[config.mk]
export PLATFORM = sky130hd
export DESIGN_NAME = smg_msg_scheduler_flat
export DESIGN_NICKNAME = d
export VERILOG_FILES = /design/src/rtl/smg_msg_scheduler_if.sv /design/src/rtl/smg_msg_scheduler.sv /design/src/flat_wrapper.sv
export SDC_FILE = /design/constraint.sdc
export NUM_CORES = 1
export LEC_CHECK = 0
export BUFFER_PORTS_ARGS = -buffer_cell sky130_fd_sc_hd__buf_4
export CAP_MARGIN = 30
export CORE_MARGIN = 2
export CORE_UTILIZATION = 50
export CTS_BUF_LIST = sky130_fd_sc_hd__clkbuf_16
export DETAILED_ROUTE_END_ITERATION = 8
export PLACE_DENSITY = 0.68
export SYNTH_ARGS = -nofsm -noshare
export SYNTH_HDL_FRONTEND = slang
export SYNTH_SLANG_ARGS = --single-unit
[constraint.sdc]
create_clock -name clk -period 3.7 [get_ports clk]
set_clock_uncertainty 0.15 [all_clocks]
set_input_delay 0.74 -clock clk [delete_from_list [all_inputs] [get_ports clk]]
set_output_delay 0.74 -clock clk [all_outputs]
set_load 0.01 [all_outputs]
[src/rtl/smg_msg_scheduler_if.sv]
// ---------------------------------------------------------------------------
// smg_msg_scheduler_if
// Bundles the receive strobe/byte and the display-side outputs of the
// message scheduler.
//   rx_vld     : one-cycle pulse, a UART byte arrived
//   rx_data    : received byte, qualified by rx_vld
//   disp_data  : byte presented to the two-digit display datapath
//   disp_blank : 1 = both digits off
//   busy       : FIFO non-empty or scheduler not idle
//   level      : FIFO occupancy, 0..DEPTH
//   ovf        : one-cycle pulse, a byte was dropped on a full FIFO
// master = byte source / observer, slave = the scheduler itself.
// ---------------------------------------------------------------------------
interface smg_msg_scheduler_if;
  logic       rx_vld;
  logic [7:0] rx_data;
  logic [7:0] disp_data;
  logic       disp_blank;
  logic       busy;
  logic [4:0] level;
  logic       ovf;

  modport master (
    output rx_vld, rx_data,
    input  disp_data, disp_blank, busy, level, ovf
  );

  modport slave (
    input  rx_vld, rx_data,
    output disp_data, disp_blank, busy, level, ovf
  );
endinterface

[src/rtl/smg_msg_scheduler.sv]
// ---------------------------------------------------------------------------
// smg_msg_scheduler
// Queues received UART bytes in a small FIFO and shows them on the display
// one at a time, in arrival order: each byte is held DWELL_CYC cycles, and
// when more bytes are waiting the display is blanked GAP_CYC cycles between
// them. The last byte stays shown once the queue runs dry.
//
// Ports
//   clk   : system clock
//   rst_n : asynchronous, active-low reset
//   bus   : smg_msg_scheduler_if.slave (rx_vld/rx_data in; disp_data,
//           disp_blank, busy, level, ovf out -- all outputs registered)
//
// Parameters
//   DWELL_CYC : cycles each byte is shown        (2 .. 2^26-1)
//   GAP_CYC   : blank cycles between bytes       (1 .. 2^26-1)
//   DEPTH     : FIFO entries, power of two       (2 .. 16)
// ---------------------------------------------------------------------------
module smg_msg_scheduler #(
  parameter int unsigned DWELL_CYC = 50_000_000,
  parameter int unsigned GAP_CYC   = 5_000_000,
  parameter int unsigned DEPTH     = 4
) (
  input  logic                 clk,
  input  logic                 rst_n,
  smg_msg_scheduler_if.slave   bus
);

  localparam int          AW         = $clog2(DEPTH);
  localparam logic [25:0] DWELL_LAST = 26'(DWELL_CYC - 1);
  localparam logic [25:0] GAP_LAST   = 26'(GAP_CYC - 1);
  localparam logic [4:0]  DEPTH_L    = 5'(DEPTH);

  localparam logic [1:0] ST_IDLE = 2'd0;
  localparam logic [1:0] ST_SHOW = 2'd1;
  localparam logic [1:0] ST_GAP  = 2'd2;

  // state / dwell counter
  logic [1:0]    state_q, state_d;
  logic [25:0]   cnt_q,   cnt_d;

  // FIFO
  logic [7:0]    mem_q [DEPTH];
  logic [AW-1:0] wr_ptr_q, wr_ptr_d;
  logic [AW-1:0] rd_ptr_q, rd_ptr_d;
  logic [4:0]    level_q, level_d;

  // registered outputs
  logic [7:0]    disp_q,  disp_d;
  logic          blank_q, blank_d;
  logic          busy_q,  busy_d;
  logic          ovf_q,   ovf_d;

  logic          pop, push;
  logic          fifo_empty, fifo_full;

  assign fifo_empty = (level_q == 5'd0);
  assign fifo_full  = (level_q == DEPTH_L);

  // -------------------------------------------------------------------------
  // Display sequencer. The head byte is popped on IDLE->SHOW and GAP->SHOW
  // only; a SHOW->GAP decision is made only when something is queued, so a
  // GAP always ends with a non-empty FIFO.
  // -------------------------------------------------------------------------
  always_comb begin
    state_d = state_q;
    cnt_d   = cnt_q;
    disp_d  = disp_q;
    blank_d = blank_q;
    pop     = 1'b0;
    case (state_q)
      ST_IDLE: begin
        if (!fifo_empty) begin
          pop     = 1'b1;
          disp_d  = mem_q[rd_ptr_q];
          blank_d = 1'b0;
          cnt_d   = 26'd0;
          state_d = ST_SHOW;
        end
      end
      ST_SHOW: begin
        if (cnt_q == DWELL_LAST) begin
          cnt_d = 26'd0;
          if (!fifo_empty) begin
            blank_d = 1'b1;
            state_d = ST_GAP;
          end else begin
            // queue drained: leave the last byte on the display
            state_d = ST_IDLE;
          end
        end else begin
          cnt_d = cnt_q + 26'd1;
        end
      end
      ST_GAP: begin
        if (cnt_q == GAP_LAST) begin
          pop     = 1'b1;
          disp_d  = mem_q[rd_ptr_q];
          blank_d = 1'b0;
          cnt_d   = 26'd0;
          state_d = ST_SHOW;
        end else begin
          cnt_d = cnt_q + 26'd1;
        end
      end
      default: begin
        cnt_d   = 26'd0;
        state_d = ST_IDLE;
      end
    endcase
  end

  // -------------------------------------------------------------------------
  // FIFO bookkeeping. A pop in the same cycle frees a slot, so a push at
  // full is still accepted then and no overflow is flagged.
  // -------------------------------------------------------------------------
  always_comb begin
    push     = bus.rx_vld && (!fifo_full || pop);
    ovf_d    = bus.rx_vld && fifo_full && !pop;
    wr_ptr_d = push ? wr_ptr_q + AW'(1) : wr_ptr_q;
    rd_ptr_d = pop  ? rd_ptr_q + AW'(1) : rd_ptr_q;
    level_d  = level_q;
    case ({push, pop})
      2'b10:   level_d = level_q + 5'd1;
      2'b01:   level_d = level_q - 5'd1;
      default: level_d = level_q;
    endcase
    busy_d = (level_d != 5'd0) || (state_d != ST_IDLE);
  end

  // Storage needs no reset: emptiness is carried by the pointers/level.
  always_ff @(posedge clk) begin
    if (push) mem_q[wr_ptr_q] <= bus.rx_data;
  end

  always_ff @(posedge clk or negedge rst_n) begin
    if (!rst_n) begin
      state_q  <= ST_IDLE;
      cnt_q    <= 26'd0;
      wr_ptr_q <= '0;
      rd_ptr_q <= '0;
      level_q  <= 5'd0;
      disp_q   <= 8'd0;
      blank_q  <= 1'b1;
      busy_q   <= 1'b0;
      ovf_q    <= 1'b0;
    end else begin
      state_q  <= state_d;
      cnt_q    <= cnt_d;
      wr_ptr_q <= wr_ptr_d;
      rd_ptr_q <= rd_ptr_d;
      level_q  <= level_d;
      disp_q   <= disp_d;
      blank_q  <= blank_d;
      busy_q   <= busy_d;
      ovf_q    <= ovf_d;
    end
  end

  assign bus.disp_data  = disp_q;
  assign bus.disp_blank = blank_q;
  assign bus.busy       = busy_q;
  assign bus.level      = level_q;
  assign bus.ovf        = ovf_q;

endmodule

[src/flat_wrapper.sv]
// flat-port wrapper written by rule: the top's interface ports become plain ports
module smg_msg_scheduler_flat 
#(
  parameter int unsigned DWELL_CYC = 50_000_000,
  parameter int unsigned GAP_CYC   = 5_000_000,
  parameter int unsigned DEPTH     = 4
)
  (clk, rst_n, bus_rx_vld, bus_rx_data, bus_disp_data, bus_disp_blank, bus_busy, bus_level, bus_ovf);
  smg_msg_scheduler_if bus_i ();
  input  logic clk;
  input  logic rst_n;
  input wire logic [$bits(bus_i.rx_vld)-1:0] bus_rx_vld;
  input wire logic [$bits(bus_i.rx_data)-1:0] bus_rx_data;
  output wire logic [$bits(bus_i.disp_data)-1:0] bus_disp_data;
  output wire logic [$bits(bus_i.disp_blank)-1:0] bus_disp_blank;
  output wire logic [$bits(bus_i.busy)-1:0] bus_busy;
  output wire logic [$bits(bus_i.level)-1:0] bus_level;
  output wire logic [$bits(bus_i.ovf)-1:0] bus_ovf;
  assign bus_i.rx_vld = bus_rx_vld;
  assign bus_i.rx_data = bus_rx_data;
  assign bus_disp_data = bus_i.disp_data;
  assign bus_disp_blank = bus_i.disp_blank;
  assign bus_busy = bus_i.busy;
  assign bus_level = bus_i.level;
  assign bus_ovf = bus_i.ovf;
  smg_msg_scheduler #(.DWELL_CYC(DWELL_CYC), .GAP_CYC(GAP_CYC), .DEPTH(DEPTH)) u_core (.clk(clk), .rst_n(rst_n), .bus(bus_i));
endmodule
# [Yosys cells after proc, flatten, opt, wreduce, memory -nomap -nowiden]
# Memories as Yosys holds them, arrays and structs flattened.
# Index checks and enable logic that the tools add are counted.
[totals] register_bits=48 latchBits=0 ram_bits=32 rom_bits=0 inputBits=11 output_inout_bits=16 elab_cells=64 memories=1
[op_classes] n_addsub=5 multipliers=0 div=0 magnitude_cmp=0 eq_ne=11 shifts=0 muxes=23 bitwise_logic=0 reduce_logical=15
[memory_table] memory="u_core.mem_q" depth=4 width=8 rd=1 rd_ports_with_merged_regs=0 wr=1 line="smg_msg_scheduler.sv:43" text="logic [7:0] mem_q [DEPTH];"
[ops] op="26-bit 2-to-1 mux" count=3
[ops] op="26-bit one-hot mux with 3 select lines" count=1
[ops] op="26-bit by 1-bit adder with 26-bit output (second input constant)" count=1
[ops] op="26-bit by 23-bit == test with 1-bit output (second input constant)" count=1
[ops] op="26-bit == test (second input constant)" count=1
[ops] op="8-bit 2-to-1 mux" count=2
[ops] op="8-bit one-hot mux with 2 select lines" count=1
[ops] op="5-bit one-hot mux with 2 select lines" count=1
[ops] op="1-bit 2-to-1 mux" count=8
[ops] op="2-bit 2-to-1 mux" count=4
[ops] op="2-bit one-hot mux with 3 select lines" count=1
[ops] op="5-bit by 1-bit adder with 5-bit output (second input constant)" count=1
[ops] op="5-bit by 3-bit == test with 1-bit output (second input constant)" count=1
[ops] op="5-bit logical NOT" count=1
[ops] op="5-bit AND reduction" count=1
[ops] op="5-bit nonzero test" count=1
[ops] op="5-bit by 1-bit subtractor with 5-bit output (second input constant)" count=1
[ops] op="2-bit by 1-bit adder with 2-bit output (second input constant)" count=2
[ops] op="2-bit by 1-bit == test with 1-bit output (second input constant)" count=2
[ops] op="2-bit == test (second input constant)" count=2
[ops] op="2-bit by 1-bit != test with 1-bit output (second input constant)" count=2
[ops] op="2-bit != test (second input constant)" count=2
[ops] op="2-bit nonzero test" count=2
[ops] op="1-bit logical AND" count=3
[ops] op="other kinds (7)" count=9

# [Longest topological paths before layout]
[logic_depth] depth_word=9 ltp_mapped=15 mapped_depth_nobuf=14

# [Worst setup path before layout]
# No wires, ideal clock.
[synth_timing] path_type="register -> register" start="register u_core.cnt_q[10]" end="register u_core.busy_q (netlist: u_core.bus.busy)" setup_time_ns=0.127 arrival_ns=2.886 required_time_ns=3.423 setup_slack_ns=0.537 stages_incl_launch_ff=15 n_path_buf=2 period_less_slack_ns=3.163 cell_sequence="dfrtp_1 -> or4b_1 -> or4_1 -> buf_2 -> o21a_1 -> clkbuf_1 -> nor2_1 -> xnor2_1 -> ha_1 -> nor2_1 -> nand3b_1 -> mux2i_1 -> xor2_1 -> nor3_1 -> nand3b_1"
[synth_between] elab_chain_len=9 word_cells_on_any_way=15 classes_between="4 x eq/ne; 6 x mux; 5 x reduce/logical"
[synth_lines] element="start: declaration" line="smg_msg_scheduler.sv:40" text="logic [25:0] cnt_q, cnt_d;"
[synth_lines] element="start signal: assignment" line="smg_msg_scheduler.sv:149" text="cnt_q <= cnt_d;"
[synth_lines] element="26-bit by 23-bit == test with 1-bit output *" line="smg_msg_scheduler.sv:96" text="if (cnt_q == GAP_LAST) begin"
[synth_lines] element="1-bit 2-to-1 mux *" line="smg_msg_scheduler.sv:96"
[synth_lines] element="1-bit one-hot mux with 2 select lines *" line="smg_msg_scheduler.sv:71" text="case (state_q)"
[synth_lines] element="1-bit logical OR" line="smg_msg_scheduler.sv:118" text="push = bus.rx_vld && (!fifo_full || pop);"
[synth_lines] element="1-bit logical AND" line="smg_msg_scheduler.sv:118"
[synth_lines] element="2-bit by 1-bit == test with 1-bit output / 2-bit == test (equally long branches)" line="smg_msg_scheduler.sv:123" text="case ({push, pop})"
[synth_lines] element="5-bit one-hot mux with 2 select lines *" line="smg_msg_scheduler.sv:123"
[synth_lines] element="net u_core.level_d[4]" line="smg_msg_scheduler.sv:46" text="logic [4:0] level_q, level_d;"
[synth_lines] element="5-bit nonzero test *" line="smg_msg_scheduler.sv:128" text="busy_d = (level_d != 5'd0) || (state_d != ST_IDLE);"
[synth_lines] element="1-bit logical OR *" line="smg_msg_scheduler.sv:128"
[synth_lines] element="net u_core.busy_d" line="smg_msg_scheduler.sv:51" text="logic busy_q, busy_d;"
[synth_lines] element="end signal: assignment" line="smg_msg_scheduler.sv:155" text="busy_q <= busy_d;"
[synth_lines] element="end: declaration" line="smg_msg_scheduler.sv:51"
# The timed path passes the listed nets; every way through them passes the cells marked *.
# A chain may end at the register's enable or synchronous reset.

# [Final worst setup path]
# Ends and elaborated chain as after synthesis.

==> results.md <==
- The run finished with clean final reports.
- The sequential cell area is 0.00216 sq mm.
- The die is 91.7 um wide.
- The TritonCTS clock tree is built.
- The hold violation total from the final report is 0.
- The core region is 0.00733 sq mm.
- The cell with the most instances after synthesis is sky130_fd_sc_hd__dfrtp_1.
- The relative slew slack is 0.481.
- At the worst endpoint, the required time is 3760 ps.
- The net switching component of the power is 0.610 mW.
- The slowest stage of the critical path is the sky130_fd_sc_hd__or4_1 cell.
- Setup repair after global routing left no endpoint under its margin.
- Entering global routing, the biggest net connects 49 pins.
- The netlist area before placement is 0.00384 sq mm.
- Dividing the detail-routed wire length by the instance count gives 16.7 um.
- The post-place setup slack is 349 ps.
- The transition time of the tightest slew-check pin is 773 ps.
- Traced cell by cell, the critical path runs through or4b_1 > or4_1 > o21a_1 > nor2_1 > xnor2_1 > ha_1 > nor2_1 > nand3b_1 > mux2i_1 > xor2_1 > nor3_1 > nand3b_1.
- The start-to-end type of the worst setup path is register to register.
- In the routed design, unresolved DRC markers number 0.
- In the synthesized netlist, the cells that appear most often are 47 x sky130_fd_sc_hd__dfrtp_1, 32 x sky130_fd_sc_hd__edfxtp_1, 27 x sky130_fd_sc_hd__nor2_1.
- The final estimated routing congestion in global placement is 0.831.
- The number of maximum-capacitance constraint violations is 0.
- The switching share of total power is 0.250.
- The number of max-slew violations in the final report came to 0.
- The path class of the tightest hold or removal check is input pin to asynchronous set/reset pin.
- No sink is reached through more buffers than the 2 on the longest clock path.
- The detailed-route via count is 2600.
- The layout overhead on the synthesized area is 16.3%.
- The post-synthesis cell type with the largest combined area is sky130_fd_sc_hd__dfrtp_1.
- The number of different library cells used by synthesis comes to 52.
- The Yosys step of the flow raised 0 warnings.
- The highest fanout seen on the critical path is 7.
- After global routing the overflow that remains totals 0.
- The synthesized design contains 80 register bits.
- Based on the critical path, the design can be clocked at up to 298 MHz.
- Clock tree synthesis found a total of 80 sinks.
- The category of the worst setup path launch point is a register.
- The internal power of the cells totals 1.83 mW.
- The detail route stage leaves a number of antenna-violating nets equal to 0.
- The count of buffers added on input and output ports is 26.
- The root buffer cell is sky130_fd_sc_hd__clkbuf_16.
- The H-tree was split into 3 levels.
- The share of synthesized area in the top cell type comes to 0.306.
- The fraction of registers with async set/reset is 0.600.
- The number of antenna violations at the first check in global routing came to 0.
- The antenna diode count is 0.
- On the worst path, the slowest cell contributes a delay of 550 ps.
- The DRC marker count from the first detailed-route iteration is 135.
- The average instance area after synthesis is 11.9 sq um.
- The count of TritonRoute iterations in the first routing pass is 4.
- Synthesis produced 323 cells.
- For this design the ratio of total power to cell area is 546 mW/mm^2.
- The post-route setup TNS is 0 ps.
- The clock period minus final worst setup slack is 3360 ps.
- After clock tree synthesis, the clock-pin slew on the worst setup and hold paths is 60 ps.
- The number of fill cells is 589.
- The row count is 31.
- The data arrival time of the worst path is 3420 ps.
- At the end of the flow, the number of nets in the layout was 372.
- The total length of routed wires is 7580 um.
- The analysis attributes to cell leakage a power of 1.76 nW.
- In the finished design, the share of the clock period the worst path needs comes to 0.907.
- The number of hold buffers added after CTS is 0.
- The number of clock buffers added by TritonCTS is 9.
- The count of flip-flops with a built-in enable after synthesis is 32.
- The ratio of cells with drive above 1 in the final layout is 0.197.
- The floorplan step set the die height to 91.7 um.
- The total half-perimeter wirelength after legalization and detailed placement is 5090 um.
- The global-route usage over all layers is 0.197.
- Of the total power, registers draw 0.454.
- The post-cts resize count is 0.
- The worst-case IR drop observed on VDD is 0.380 mV.
- The number of setup buffers added after CTS is 0.
- STA classifies the critical path endpoint as a register.
- The number of nets in the synthesized netlist is 344.
- The most frequently used flop master after synthesis is sky130_fd_sc_hd__dfrtp_1.
- Of the total power, the clock network draws 0.422.
- The share of the Yosys chip area taken by registers is 0.563.
- The share of the core filled with cells in the final layout is 0.610.
- The worst path setup slack after routing is 342 ps.
- The number of global-route vias before repair came to 2606.
- The final setup violation count is 0.
- The starting density of the core is 0.524.
- By area the synthesized netlist is led by sky130_fd_sc_hd__dfrtp_1 31%, sky130_fd_sc_hd__edfxtp_1 25%, sky130_fd_sc_hd__mux4_2 4.7%, sky130_fd_sc_hd__ha_1 3.3%, sky130_fd_sc_hd__nor2_1 2.6%.
- The average vias per placed instance is 5.71.
- The floorplan step defined a die boundary enclosing 0.00840 sq mm.
- The first global-routing pass estimated 12800 um of wire.
- The number of placed I/O pins is 27.
- The clock reaches the later pin of the worst-skew pair after 340 ps.
- The multi-input combinational cell area is 0.00158 sq mm.
- The portion of total power attributed to combinational logic is 0.123.
power groups by stage:
stage	combinational (mW)	sequential, mW	clock, mW
final	0.301	1.11	1.03
after global routing	0.337	1.12	1.09
after CTS	0.306	1.11	1.05
after detailed placement	0.303	1.12	0
after global placement	0.294	1.12	0
after floorplan	0.193	1.10	0
path summary, 6_finish.rpt:
kind | start | to | slack [ps] | depth (start not counted)
min reg2reg | u_core.cnt_q[0]$_DFFE_PN0N_ | u_core.cnt_q[0]$_DFFE_PN0N_ | 360 | 1
max reg2reg | u_core.cnt_q[10]$_DFFE_PN0N_ | u_core.bus.busy$_DFF_PN0_ | 340 | 12
min | rst_n | u_core.bus.disp_data[7]$_DFFE_PN0P_ | 260 | 1
min in group clk | u_core.cnt_q[0]$_DFFE_PN0N_ | u_core.cnt_q[0]$_DFFE_PN0N_ | 360 | 1
max in group asynchronous | rst_n | u_core.state_q[0]$_DFF_PN0_ | 2700 | 1
max | u_core.cnt_q[10]$_DFFE_PN0N_ | u_core.bus.busy$_DFF_PN0_ | 340 | 12
worst max-delay path: cells and delay by family, from the launching register on:
family,cells,cell delay (ps)
adders and majority gates,1,220
and+or+nand+nor,7,1730
xor gates and xnor gates,2,180
AOI/OAI and AO/OA,1,330
muxes,1,170
DFF,1,440
sequential cells by signal, indices dropped and copies added, names as in the netlist:
register,flops
u_core.mem_q,32
u_core.cnt_q,26
u_core.bus.disp_data,8
u_core.bus.level,5
u_core.rd_ptr_q,2
u_core.state_q,2
u_core.wr_ptr_q,2
u_core.bus.busy,1
u_core.bus.disp_blank,1
u_core.bus.ovf,1
cell type report:
class | count | area share
Inverter | 10 | 0.00840
Clock buffer | 9 | 0.0504
Multi-Input combinational cell | 221 | 0.353
Sequential cell | 80 | 0.484
Timing Repair Buffer | 29 | 0.0487
Tap cell | 99 | 0.0277
Clock inverter | 7 | 0.0283
per-layer routing:
| layer | share of wire | global-route usage | vias up |
|---|---|---|---|
| li1 | - | - | 1253 |
| met1 | 0.46 | 0.276 | 1284 |
| met2 | 0.48 | 0.300 | 57 |
| met3 | 0.053 | 0.0386 | 6 |
| met4 | 0.011 | 0.0909 | 0 |
| met5 | 0 | 0 | - |
cells in the final DEF, fill, tap and decap left out, types with 4 or more instances in the layout:
cell,Yosys,routed
sky130_fd_sc_hd__a21oi_1,7,7
sky130_fd_sc_hd__and2_1,4,4
sky130_fd_sc_hd__and3_1,4,4
sky130_fd_sc_hd__buf_4,1,29
sky130_fd_sc_hd__clkbuf_16,0,9
sky130_fd_sc_hd__dfrtp_1,47,47
sky130_fd_sc_hd__edfxtp_1,32,32
sky130_fd_sc_hd__ha_1,10,10
sky130_fd_sc_hd__inv_1,10,10
sky130_fd_sc_hd__mux2_2,8,8
sky130_fd_sc_hd__mux2i_1,5,5
sky130_fd_sc_hd__mux4_2,8,8
sky130_fd_sc_hd__nand2_1,25,25
sky130_fd_sc_hd__nand2b_1,4,4
sky130_fd_sc_hd__nand3_1,12,12
sky130_fd_sc_hd__nand4_1,11,11
sky130_fd_sc_hd__nor2_1,27,27
sky130_fd_sc_hd__nor2b_1,4,4
sky130_fd_sc_hd__nor3_1,10,10
sky130_fd_sc_hd__nor4bb_1,5,5
sky130_fd_sc_hd__o21a_1,4,4
sky130_fd_sc_hd__o21ai_0,15,15
sky130_fd_sc_hd__o21ai_1,6,6
sky130_fd_sc_hd__o31ai_1,5,5
sky130_fd_sc_hd__xnor2_1,10,10
sky130_fd_sc_hd__xor2_1,6,6
metrics by stage:
stage               cell area (sq um)  hold slack (ps)  instances  total power [mW]
finish                           4470              260        455              2.44
global route                     4470              313        455              2.55
CTS                              4470              293        455              2.46
detailed placement               4120              355        439              1.43
global placement                 4120              341        439              1.41
floorplan                        3840              294        323              1.30
cells by family (layout without fill, tap and decap cells):
family	Yosys count	count (layout)	share of synthesized area
AND/OR/NAND/NOR	123	123	0.170
flip-flops	80	80	0.563
AO/OA/AOI/OAI	51	51	0.0876
buffers and inverters	22	55	0.0267
multiplexers	21	21	0.0834
XOR/XNOR	16	16	0.0365
adder cells (fa/ha/maj)	10	10	0.0326
(Power assumes the default switching activity.)
